--- src/rtl/game_pkg.sv ---
// Shared encodings and default limits for the pong game-flow logic.
package game_pkg;

    typedef enum logic [1:0] {
        ST_START = 2'd0,
        ST_PLAY  = 2'd1,
        ST_SERVE = 2'd2,
        ST_OVER  = 2'd3
    } game_state_t;

    localparam int WIN_SCORE_DEF   = 9;
    localparam int SERVE_TICKS_DEF = 60;

endpackage

--- src/rtl/edge_detect.sv ---
// Rising-edge detector: pulses for one cycle when a synchronised level goes high.
module edge_detect (
    input  logic clk,
    input  logic rst_n,
    input  logic level,
    output logic rise
);

    logic level_q;

    always_ff @(posedge clk or negedge rst_n) begin
        if (!rst_n) begin
            level_q <= 1'b0;
        end else begin
            level_q <= level;
        end
    end

    // A level already high when reset releases yields an edge in the first cycle.
    assign rise = level & ~level_q;

endmodule

--- src/rtl/game_flow_ctrl.sv ---
// Pong game-flow scheduler: START -> SERVE -> PLAY -> OVER, serve timing and scoring.
module game_flow_ctrl
    import game_pkg::*;
#(
    parameter int WIN_SCORE   = WIN_SCORE_DEF,
    parameter int SERVE_TICKS = SERVE_TICKS_DEF
) (
    input  logic       clk,
    input  logic       rst_n,
    input  logic       timing_tick,
    input  logic       start,
    input  logic       miss_p1,
    input  logic       miss_p2,
    output logic [1:0] state,
    output logic       ball_en,
    output logic       ball_rst,
    output logic       serve_dir,
    output logic [3:0] player1_score,
    output logic [3:0] player2_score,
    output logic       winner
);

    localparam logic [3:0] WIN_VAL   = 4'(WIN_SCORE);
    localparam logic [7:0] SERVE_VAL = 8'(SERVE_TICKS);

    game_state_t state_r, state_nxt;
    logic [7:0]  cnt_r, cnt_nxt;
    logic [3:0]  p1_nxt, p2_nxt;
    logic [3:0]  p1_inc, p2_inc;
    logic        dir_nxt, win_nxt;
    logic        start_edge;

    edge_detect u_start_edge (
        .clk   (clk),
        .rst_n (rst_n),
        .level (start),
        .rise  (start_edge)
    );

    assign p1_inc = player1_score + 4'd1;
    assign p2_inc = player2_score + 4'd1;

    always_comb begin
        state_nxt = state_r;
        cnt_nxt   = cnt_r;
        p1_nxt    = player1_score;
        p2_nxt    = player2_score;
        dir_nxt   = serve_dir;
        win_nxt   = winner;
        case (state_r)
            ST_START, ST_OVER: begin
                if (start_edge) begin
                    state_nxt = ST_SERVE;
                    cnt_nxt   = SERVE_VAL;
                    p1_nxt    = 4'd0;
                    p2_nxt    = 4'd0;
                    dir_nxt   = 1'b0;
                    win_nxt   = 1'b0;
                end
            end
            ST_SERVE: begin
                if (timing_tick) begin
                    if (cnt_r <= 8'd1) begin
                        state_nxt = ST_PLAY;
                        cnt_nxt   = 8'd0;
                    end else begin
                        cnt_nxt = cnt_r - 8'd1;
                    end
                end
            end
            ST_PLAY: begin
                // Simultaneous misses are a dead ball: re-serve without scoring.
                case ({miss_p1, miss_p2})
                    2'b10: begin
                        p2_nxt  = p2_inc;
                        dir_nxt = 1'b0;
                        if (p2_inc == WIN_VAL) begin
                            state_nxt = ST_OVER;
                            win_nxt   = 1'b1;
                        end else begin
                            state_nxt = ST_SERVE;
                            cnt_nxt   = SERVE_VAL;
                        end
                    end
                    2'b01: begin
                        p1_nxt  = p1_inc;
                        dir_nxt = 1'b1;
                        if (p1_inc == WIN_VAL) begin
                            state_nxt = ST_OVER;
                            win_nxt   = 1'b0;
                        end else begin
                            state_nxt = ST_SERVE;
                            cnt_nxt   = SERVE_VAL;
                        end
                    end
                    2'b11: begin
                        state_nxt = ST_SERVE;
                        cnt_nxt   = SERVE_VAL;
                    end
                    default: ;
                endcase
            end
            default: state_nxt = ST_START;
        endcase
    end

    always_ff @(posedge clk or negedge rst_n) begin
        if (!rst_n) begin
            state_r       <= ST_START;
            cnt_r         <= 8'd0;
            player1_score <= 4'd0;
            player2_score <= 4'd0;
            serve_dir     <= 1'b0;
            winner        <= 1'b0;
            ball_en       <= 1'b0;
            ball_rst      <= 1'b1;
        end else begin
            state_r       <= state_nxt;
            cnt_r         <= cnt_nxt;
            player1_score <= p1_nxt;
            player2_score <= p2_nxt;
            serve_dir     <= dir_nxt;
            winner        <= win_nxt;
            ball_en       <= (state_nxt == ST_PLAY);
            ball_rst      <= (state_nxt != ST_PLAY);
        end
    end

    assign state = state_r;

endmodule

--- config.mk ---
export PLATFORM = sky130hd
export DESIGN_NAME = game_flow_ctrl
export DESIGN_NICKNAME = d
export VERILOG_FILES = /design/src/rtl/game_pkg.sv /design/src/rtl/edge_detect.sv /design/src/rtl/game_flow_ctrl.sv
export SDC_FILE = /design/constraint.sdc
export NUM_CORES = 1
export LEC_CHECK = 0
export BUFFER_PORTS_ARGS = -buffer_cell sky130_fd_sc_hd__buf_2
export CORE_ASPECT_RATIO = 2
export CORE_MARGIN = 2
export CORE_UTILIZATION = 51
export DETAILED_ROUTE_END_ITERATION = 12
export PLACE_DENSITY_LB_ADDON = 0.15
export REMOVE_ABC_BUFFERS = 1
export SLEW_MARGIN = 30
export SYNTH_ARGS = -nofsm -noshare
export SYNTH_HDL_FRONTEND = slang
export SYNTH_SLANG_ARGS = --single-unit
export TNS_END_PERCENT = 50
--- constraint.sdc ---
create_clock -name clk -period 2 [get_ports clk]
set_input_delay 0 -clock clk [delete_from_list [all_inputs] [get_ports clk]]
set_output_delay 0 -clock clk [all_outputs]
set_load 0.005 [all_outputs]
==> Yosys cells after proc, flatten, opt, wreduce, memory -nomap -nowiden <==
Index checks and enable logic that the tools add are counted.
{ "word_totals": {"ff_bits": 23, "inputBits": 6, "out_inout_bits": 14} }
{ "classes": {"addsub": 3, "magnitude_cmp": 1, "n_eq_ne": 20, "n_mux": 26, "bitwise_logic": 2, "n_reduce_logical": 8} }
{ "ops": {"columns": ["op", "count"], "rows": [
  ["case mux 8 bit (3 select lines)", 2],
  ["2-to-1 mux 8 bit", 5],
  ["case mux 4 bit (2 select lines)", 2],
  ["2-to-1 mux 4 bit", 3],
  ["!= test 3 bit (second input constant)", 4],
  ["case mux 2 bit (3 select lines)", 2],
  ["AND reduction 5 bit", 2],
  ["AND reduction 3 bit", 3],
  ["adder 4 x 1 -> 4 bit (second input constant)", 2],
  ["equality test 2 bit (second input constant)", 4],
  ["equality test 4 bit (second input constant)", 2],
  ["<= comparator 8 x 1 -> 1 bit (second input constant)", 1],
  ["case mux 1 bit (2 select lines)", 4],
  ["subtractor 8 x 1 -> 8 bit (second input constant)", 1],
  ["equality test 2 x 1 -> 1 bit (second input constant)", 3],
  ["2-to-1 mux 2 bit", 3],
  ["!= test 2 bit (second input constant)", 3],
  ["2-to-1 mux 1 bit", 5],
  ["!= test 2 x 1 -> 1 bit (second input constant)", 2],
  ["!= test 4 x 2 -> 1 bit (second input constant)", 1],
  ["!= test 3 x 2 -> 1 bit (second input constant)", 1],
  ["zero test 2 bit", 1],
  ["nonzero test 2 bit", 1],
  ["OR reduction 2 bit", 1],
  ["2 further kinds", 2]
]} }

==> Depth between registers and ports, before layout <==
Gate-level depths: netlist of run 1.
{ "depth": {"ltp_word": 6, "ltp_mapped": 9} }

==> Cells and area by module <==
From an unflattened synthesis of run 1, not the netlist that was laid out.
{ "unflattened": {"cells_unflattened": 182, "area_unflattened_um2": 1597.8} }
{ "modules_own_cells": {"columns": ["mod", "instances", "cells_each", "area_each_um2", "seq_area_each_um2"], "rows": [
  ["game_flow_ctrl", 1, 180, 1559.0, 551.8],
  ["edge_detect", 1, 2, 38.8, 25.0]
]} }

==> Least setup slack after synthesis of run 1 <==
OpenSTA, ideal clock, no wires.
{ "synth_timing": {"path_kind": "register to register", "start": "register player2_score[0]", "end": "register cnt_r[6]", "setup_time_ps": 92, "arrival_time_ps": 2013, "required_ps": 1908, "slack_ps": -105, "stages_incl_launch_ff": 9, "path_cell_list": "dfrtp_1 -> inv_1 -> ha_1 -> and3b_1 -> nor3b_1 -> a32o_2 -> a211o_4 -> or3_4 -> o31ai_2"} }
{ "synth_between": {"elab_chain_cells": 4} }
{ "synth_lines": {"columns": ["item", "line", "rtl"], "rows": [
  ["from (decl)", "game_flow_ctrl.sv:19", "output logic [3:0] player2_score,"],
  ["from (signal assigned)", "game_flow_ctrl.sv:121", "player2_score <= p2_nxt;"],
  ["adder 4 x 1 -> 4 bit", "game_flow_ctrl.sv:41", "assign p2_inc = player2_score + 4'd1;"],
  ["equality test 4 bit", "game_flow_ctrl.sv:77", "if (p2_inc == WIN_VAL) begin"],
  ["!= test 3 bit (no source line)", null, null],
  ["AND reduction 5 bit (no source line)", null, null],
  ["to (signal assigned)", "game_flow_ctrl.sv:119", "cnt_r <= cnt_nxt;"],
  ["to (decl)", "game_flow_ctrl.sv:27", "logic [7:0] cnt_r, cnt_nxt;"]
]} }
Every way passes these cells.
A chain may end at the register's enable or synchronous reset.

==> Worst setup path in the final report of run 1 <==
{ "layout_timing": {"start": "register player2_score[0]", "end": "register cnt_r[7]"} }
The elaborated chain is that of the path after synthesis.

==> run metrics, run 1 <==
RSZ-0062 raised after global routing=true; Final #Nets=226; leakage=0.000896 uW; pin count of the biggest net entering global routing=24; critical path required time=2180 ps; gr ovfl total=0; Top-Level Pins=20; worst clock skew=1.49 ps; startpoint class of the critical path=flip-flop; fin crit period=2050 ps; area delta synth->final=36.1%; Final setup viols=2; Synth async-reset ratio=1.00; Iteration-0 DRC Markers=29; Fin. Hold Viols=0; Die Y=78.4 um; clk_lat worst skew=270 ps; CTS root buffer=clkbuf_8; wire length per cell=15.4 um; initial antenna violation count=0; Die W=41.2 um; DP Worst Slack=-130 ps; slowest CP cell=dfrtp_1; DRT Wirelength=3700 um; Post-Syn Instances=159; share of post-route cells with drive strength above 1=0.365; Antenna diodes=0; critical-path cell list=inv_1 > ha_4 > and3b_1 > nor3b_1 > a32o_2 > a211o_4 > or3_4 > o41ai_2; core area=2700 um2; Final HPWL DP=2820 um; delay-heaviest family, CP=compound AO/OA/AOI/OAI gates; CP arrival=2230 ps; final cell area excluding filler cells=1920 um2; vias per inst=5.86; Yosys reg bits=23; vias in the first global route=1443; Bufs and invs on worst path=1; Post-Syn Area=1410 um2; Overall Global Routing Usage=0.257; Worst Setup Path Type=flip-flop to flip-flop; Top FF cell, synth=dfrtp_1; Crit. End Element=flip-flop; YS warnings=0; most frequent cells in the layout=buf_4 (29), dfrtp_1 (22), nand2_1 (21); EDFF count, synth=0; most common cell after layout, fill and taps aside=buf_4; GP Congestion=0.845; first-pass GRT wire length=5790 um; port bufs=19; Vias=1407; VDD IR max=0.757 mV; DIE AREA=3230 um2; Peak Freq=487 MHz; DR DRC count=0; Min-Delay Path Class=input port to flip-flop; CP max FO=3; Starting Density=0.522; worst slew pin tran=531 ps; Power Density=855 nW/um2; failing checks=setup timing; Slew Viols, Final=0; Post-DP Area=1750 um2; clk sinks=23; first-pass iteration count of the detailed router=4; Max H-tree Level=1; TritonCTS clock tree=built; max_cap viols=0; Slew Limit Headroom=0.646; TritonCTS buffer count=3; fraction of the yosys area taken by sequential cells=0.409; final worst slack=-51.7 ps; clk buf depth=2; final worst-path cycle share=1.03; run status=complete, but fails checks; Unique masters post-synth=42; crit-path max cell delay=370 ps; average cell area after synthesis=8.88 um2; FP Rows=27; clk slew on worst S/H paths=90 ps; DRT antenna net count=0
stage by stage:
step	total power, uW	cells	hold WS (ps)	util	setup TNS [ps]
after floorplan	966	157	-296	-	-511
after global placement	1240	233	-4.64	0.646	-131
after detailed placement	1260	233	9.34	0.646	-353
after CTS	1590	240	76.9	0.693	-113
after global routing	1750	240	89.2	0.711	-653
final	1640	240	79.9	0.711	-92.4
cell usage after synthesis, types with 2 or more instances:
cell,count,area share
a41oi_1,2,0.012
o21ai_0,13,0.046
nor3_1,2,0.0071
nand3_1,9,0.032
clkbuf_1,2,0.0053
nor2_1,11,0.029
inv_1,13,0.035
a211oi_1,2,0.011
o41ai_1,3,0.019
nor2b_1,3,0.013
ha_1,8,0.071
nand2b_1,3,0.013
and2_1,5,0.022
nand2_1,21,0.056
dfrtp_1,22,0.39
o21ai_1,7,0.025
o31ai_1,3,0.016
a21oi_1,6,0.021
where the power goes:
group / switching (uW) / internal (uW) / leakage (uW)
combinational: 425 / 339 / 0.000576
sequential: 60.0 / 518 / 0.000294
clock: 161 / 139 / 0.0000255
total: 647 / 996 / 0.000896
logic make-up (layout without fill, tap and decap cells):
kind of cell	after synthesis	in the layout	share of synthesized area
multiplexers	1	1	0.00798
flip-flops	23	23	0.409
AND/OR/NAND/NOR	60	60	0.208
buffers and inverters	15	67	0.0399
adder cells (fa/ha/maj)	8	8	0.0709
AO/OA/AOI/OAI	51	51	0.258
XOR/XNOR	1	1	0.00621
sequential cells by signal, summed over array words and instances, names as in the netlist:
signal,count
cnt_r,8
ball_en,1
winner,1
player1_score,4
player2_score,4
state,2
ball_rst,1
serve_dir,1
u_start_edge.level_q,1
per-layer routing:
layer / track usage / wire, um
met4: 0.139 / 101
met3: 0.0311 / 80
met2: 0.470 / 2190
met5: 0 / 0
met1: 0.241 / 1330
tightest hold or removal path, cell delays in order:
cell and delay (ps):
buf_2 150, nand3_1 80, nand3_1 80
layout make-up:
class / instances / area, um2
clock buffer: 3 / 41.3
clock inverter: 1 / 5.00
fill: 213 / 782
inverter: 13 / 48.8
multi-input combinational: 121 / 880
sequential: 23 / 577
tap: 29 / 36.3
timing repair buffer: 50 / 333
worst paths after layout:
kind	from	endpoint	slack (ps)	cells past startpoint
worst min register to register	cnt_r[7]$_DFFE_PN0P_	cnt_r[7]$_DFFE_PN0P_	490	1
max in group asynchronous	rst_n	ball_rst$_DFF_PN1_	1400	2
worst max-delay path	player2_score[0]$_DFFE_PN0P_	cnt_r[7]$_DFFE_PN0P_	-50	8
min in group asynchronous	rst_n	player2_score[0]$_DFFE_PN0P_	230	2
worst min-delay path	miss_p1	winner$_DFFE_PN0P_	80	3
worst max register to register	player2_score[0]$_DFFE_PN0P_	cnt_r[7]$_DFFE_PN0P_	-50	8
what timing repair did:
| action | CTS | global route |
|---|---|---|
| endpoints found under the setup margin | 10 | 13 |
| buffers inserted | 1 | 0 |
| resized for setup | 11 | 10 |
| endpoints found under the hold margin | 23 | 0 |
| hold buffers | 2 | 0 |
| pin swaps | 4 | 3 |
Power figures use the tool's default switching activity.
==> run 2, diff against run 1 <==
- CORE_MARGIN: 2 -> 1
==> run 2 against run 1 <==
Net effect:
- the run still ends with setup timing left
- largest power group unchanged
- via count down 0.92%
- critical path depth down 1
- design area down 0.85%
- sequential power about the same
==> run metrics, run 2 (synthesized netlist as in run 1, its figures left out) <==
core area=2600 um2; DIE AREA=2990 um2; DRT Wirelength=3830 um; most common cell after layout, fill and taps aside=buf_4; DRT antenna net count=0; max_cap viols=0; crit-path max cell delay=390 ps; DR DRC count=0; TritonCTS clock tree=built; worst slew pin tran=531 ps; Bufs and invs on worst path=0; FP Rows=26; Antenna diodes=0; wire length per cell=16.2 um; critical path required time=2170 ps; Final #Nets=223; slowest CP cell=dfrtp_1; VDD IR max=0.714 mV; share of post-route cells with drive strength above 1=0.375; Max H-tree Level=1; fin crit period=2060 ps; CTS root buffer=clkbuf_8; Hold Slack=104 ps; first-pass GRT wire length=6200 um; clk sinks=23; Top-Level Pins=20; gr ovfl total=0; pin count of the biggest net entering global routing=24; leakage=0.000883 uW; Die W=39.2 um; max FFs per register=8; CP max FO=3; area delta synth->final=34.9%; Die Y=76.4 um; startpoint class of the critical path=flip-flop; Power Density=878 nW/um2; delay-heaviest family, CP=compound AO/OA/AOI/OAI gates; Iteration-0 DRC Markers=55; Biggest register=cnt_r; FILL cells=203; most frequent cells in the layout=buf_4 (24), dfrtp_1 (22), buf_2 (19); clk buf depth=2; first-pass iteration count of the detailed router=4; fin util=0.732; Worst Setup Path Type=flip-flop to flip-flop; Final HPWL DP=2980 um; failing checks=setup timing; Final setup viols=3; run status=complete, but fails checks; clk slew on worst S/H paths=80 ps; Crit. path cell count=7; Crit. End Element=flip-flop; final worst slack=-62.8 ps; RSZ-0062 raised after global routing=true; CP arrival=2230 ps; GP Congestion=0.884; critical-path cell list=ha_2 > and3b_1 > nor3b_1 > a32o_2 > a211o_4 > or3_4 > o41ai_2; multi-input logic area=880 um2; Register Area=577 um2; TritonCTS buffer count=3; hold path depth=3; vias in the first global route=1467; final worst-path cycle share=1.03; vias per inst=5.91; Overall Global Routing Usage=0.286; port bufs=19; initial antenna violation count=0; clk_lat worst skew=270 ps; Pwr Total=1670 uW; Fin. Hold Viols=0; cell depth of the worst flop-to-flop path=7; Vias=1394; worst clock skew=1.11 ps; DP Worst Slack=-110 ps; Min-Delay Path Class=input port to flip-flop; Largest regs=cnt_r x8, player1_score x4, player2_score x4; Starting Density=0.542; Peak Freq=485 MHz; Slew Viols, Final=0; Slew Limit Headroom=0.646
## run 2: cell count changes in the layout (fill, tap and decap cells not counted), sizes merged
cell  change
buf       -3
## run 2: timing repair
item                       CTS  global route
hold endpoints to repair    23             0
setup endpoints to repair    9            14
hold buffers                 2             0
gates resized for setup      7            20
pin swaps                    1             5
setup buffers                0             1
## run 2: layout make-up
cell class,instances,area share
clock buffers,3,0.0217
flip-flops and latches,23,0.303
repair buffers,47,0.167
well taps,28,0.0184
inverters,13,0.0256
multi-input cells,121,0.462
clock inverters,1,0.00263
## run 2: worst reg2reg max path, cell delays in order (launching register included)
cell	delay [ps]
dfrtp_1	390
ha_2	200
and3b_1	170
nor3b_1	140
a32o_2	240
a211o_4	270
or3_4	350
o41ai_2	200
## run 2: path summary, 6_finish.rpt
kind | from | end | slack (ps)
setup reg to reg | state[0]$_DFF_PN0_ | cnt_r[7]$_DFFE_PN0P_ | -60
setup / recovery | state[0]$_DFF_PN0_ | cnt_r[7]$_DFFE_PN0P_ | -60
hold / removal | miss_p1 | winner$_DFFE_PN0P_ | 100
min in group asynchronous | rst_n | player2_score[3]$_DFFE_PN0P_ | 240
hold reg to reg | cnt_r[7]$_DFFE_PN0P_ | cnt_r[7]$_DFFE_PN0P_ | 500
max in group asynchronous | rst_n | ball_rst$_DFF_PN1_ | 1400
## run 2: metal layers
layer | vias up | track usage | wire (um)
li1 | 668 | - | -
met1 | 695 | 0.283 | 1400
met2 | 22 | 0.507 | 2280
met3 | 9 | 0.0437 | 64
met4 | 0 | 0.166 | 87
met5 | - | 0 | 0
## run 2: metrics by stage
stage          area, um2  setup TNS [ps]  cells
2_1_floorplan       1400            -511    157
3_3_place_gp        1720           -83.4    229
6_report            1900            -138    236
5_1_grt             1900            -614    236
3_5_place_dp        1720            -188    229
4_1_cts             1820            -138    235
## run 2: power by group
part | switching [uW] | internal [uW]
combinational | 437 | 364
clock | 154 | 139
sequential | 61.0 | 518
==> run 3, diff against run 2 <==
- BUFFER_PORTS_ARGS: -buffer_cell sky130_fd_sc_hd__buf_2 -> -buffer_cell sky130_fd_sc_hd__clkbuf_2
- REMOVE_ABC_BUFFERS: 1 -> unset
==> run 3 against run 2 <==
Net effect:
- the flow still finishes with violations (setup timing)
- global-route usage down 1.5 points
- critical path depth rose by 1
- via count down 0.43%
- critical path type unchanged
==> run metrics, run 3 (synthesized netlist as in run 1, its figures left out) <==
run status=complete, but fails checks; failing checks=setup timing; Worst Setup Path Type=flip-flop to flip-flop; GP Congestion=0.812; M1 GR Usage=0.255; TritonCTS buffer count=3; fin util=0.720; startpoint class of the critical path=flip-flop; Non-Filler Instances=235; Overall Global Routing Usage=0.271; Worst Hold Endpoint=winner$_DFFE_PN0P_; clk sinks=23; CP max FO=3; gr ovfl total=0; multi-input logic area=866 um2; TritonCTS clock tree=built; initial antenna violation count=0; Vias=1388; Largest regs=cnt_r x8, player1_score x4, player2_score x4; clk slew on worst S/H paths=80 ps; clk buf depth=2; r2r endpoint=cnt_r[7]$_DFFE_PN0P_; Peak Freq=469 MHz; r2r setup slk=-130 ps; Crit. End Element=flip-flop; final worst slack=-133 ps; Slew Viols, Final=0; Die Y=76.4 um; Max H-tree Level=1; met3 GRT Util=0.0233; DRT Wirelength=3600 um; hold path depth=3; clk_lat worst skew=270 ps; Biggest register=cnt_r; critical path required time=2170 ps; Fin. Hold Viols=0; worst slew pin tran=586 ps; CTS root buffer=clkbuf_8; area delta synth->final=32.8%; DIE AREA=2990 um2; vias in the first global route=1430; Antenna diodes=0; Top-Level Pins=20; cell depth of the worst flop-to-flop path=8; Iteration-0 DRC Markers=54; FILL cells=214; final worst-path cycle share=1.07; fin crit period=2130 ps; GR Layer Usage met2=0.518; Register Area=577 um2; Final setup viols=5; Placed Cells=226; Final #Nets=222; RR Startpoint=player2_score[0]$_DFFE_PN0P_; wire length per cell=15.3 um; Post-DP Area=1700 um2; syn nets=173; CP arrival=2300 ps; first-pass GRT wire length=5910 um; most frequent cells in the layout=buf_4 (25), dfrtp_1 (22), nand2_1 (20); Die W=39.2 um; share of post-route cells with drive strength above 1=0.333; port bufs=19; FP Rows=26; most common cell after layout, fill and taps aside=buf_4; setup TNS=-405 ps; Starting Density=0.542; DR DRC count=0; DRT antenna net count=0; Min-Delay Path Class=input port to flip-flop; first-pass iteration count of the detailed router=4; max FFs per register=8; pin count of the biggest net entering global routing=24; vias per inst=5.91; max_cap viols=0; worst clock skew=4.48 ps; Final HPWL DP=2790 um; hold_sp=miss_p1; RSZ-0062 raised after global routing=true; Slew Limit Headroom=0.610; layer with the highest usage=met2; final cell area excluding filler cells=1870 um2; core area=2600 um2; leakage=0.000872 uW; Power Density=865 nW/um2; VDD IR max=0.646 mV; DP Worst Slack=-137 ps
## run 3: report_power, final
group	internal [uW]	switching, uW	leakage [uW]
Combinational	333	422	0.000554
Sequential	518	58.8	0.000294
Clock	142	147	0.0000228
## run 3: critical path, stage by stage (launching register included)
cell     delay, ps
dfrtp_1        390
inv_1           60
ha_2           170
and3b_1        190
nor3b_1        140
a32o_2         250
a211o_4        270
or3_4          350
o41ai_2        220
## run 3: worst max-delay path by stage
stage | startpoint | end | slack (ps) | depth (start not counted)
after CTS | player2_score[0]$_DFFE_PN0P_ | cnt_r[7]$_DFFE_PN0P_ | -120 | 8
after detailed placement | player2_score[0]$_DFFE_PN0P_ | cnt_r[0]$_DFFE_PN0P_ | -140 | 8
after global placement | state[0]$_DFF_PN0_ | cnt_r[6]$_DFFE_PN0P_ | -90 | 7
final | player2_score[0]$_DFFE_PN0P_ | cnt_r[7]$_DFFE_PN0P_ | -130 | 8
after floorplan | player2_score[0]$_DFFE_PN0P_ | cnt_r[6]$_DFFE_PN0P_ | -110 | 8
after global routing | player2_score[0]$_DFFE_PN0P_ | cnt_r[7]$_DFFE_PN0P_ | -190 | 8
## run 3: what timing repair did
| item | 4_1_cts | 5_1_grt |
|---|---|---|
| buffers inserted | 2 | 1 |
| setup endpoints to repair | 10 | 13 |
| hold buffers | 2 | 0 |
| gates resized for setup | 11 | 7 |
| hold endpoints to repair | 23 | 0 |
| pin swaps | 3 | 3 |
## run 3: cell type report
class,count,area share
Multi-Input combinational cell,121,0.462
Inverter,13,0.0260
Sequential cell,23,0.308
Timing Repair Buffer,46,0.162
Tap cell,28,0.0187
Clock buffer,4,0.0240
## run 3: metrics by stage
step	hold WS [ps]	power, uW
floorplan	-296	972
global placement	14.3	1200
detailed placement	24.9	1220
CTS	74.8	1570
global route	129	1740
finish	78.3	1620
## run 3: metal layers
| metal | up-vias | routed length [um] |
|---|---|---|
| li1 | 670 | - |
| met1 | 691 | 1380 |
| met2 | 19 | 2110 |
| met3 | 8 | 45 |
| met4 | 0 | 75 |
| met5 | - | 0 |
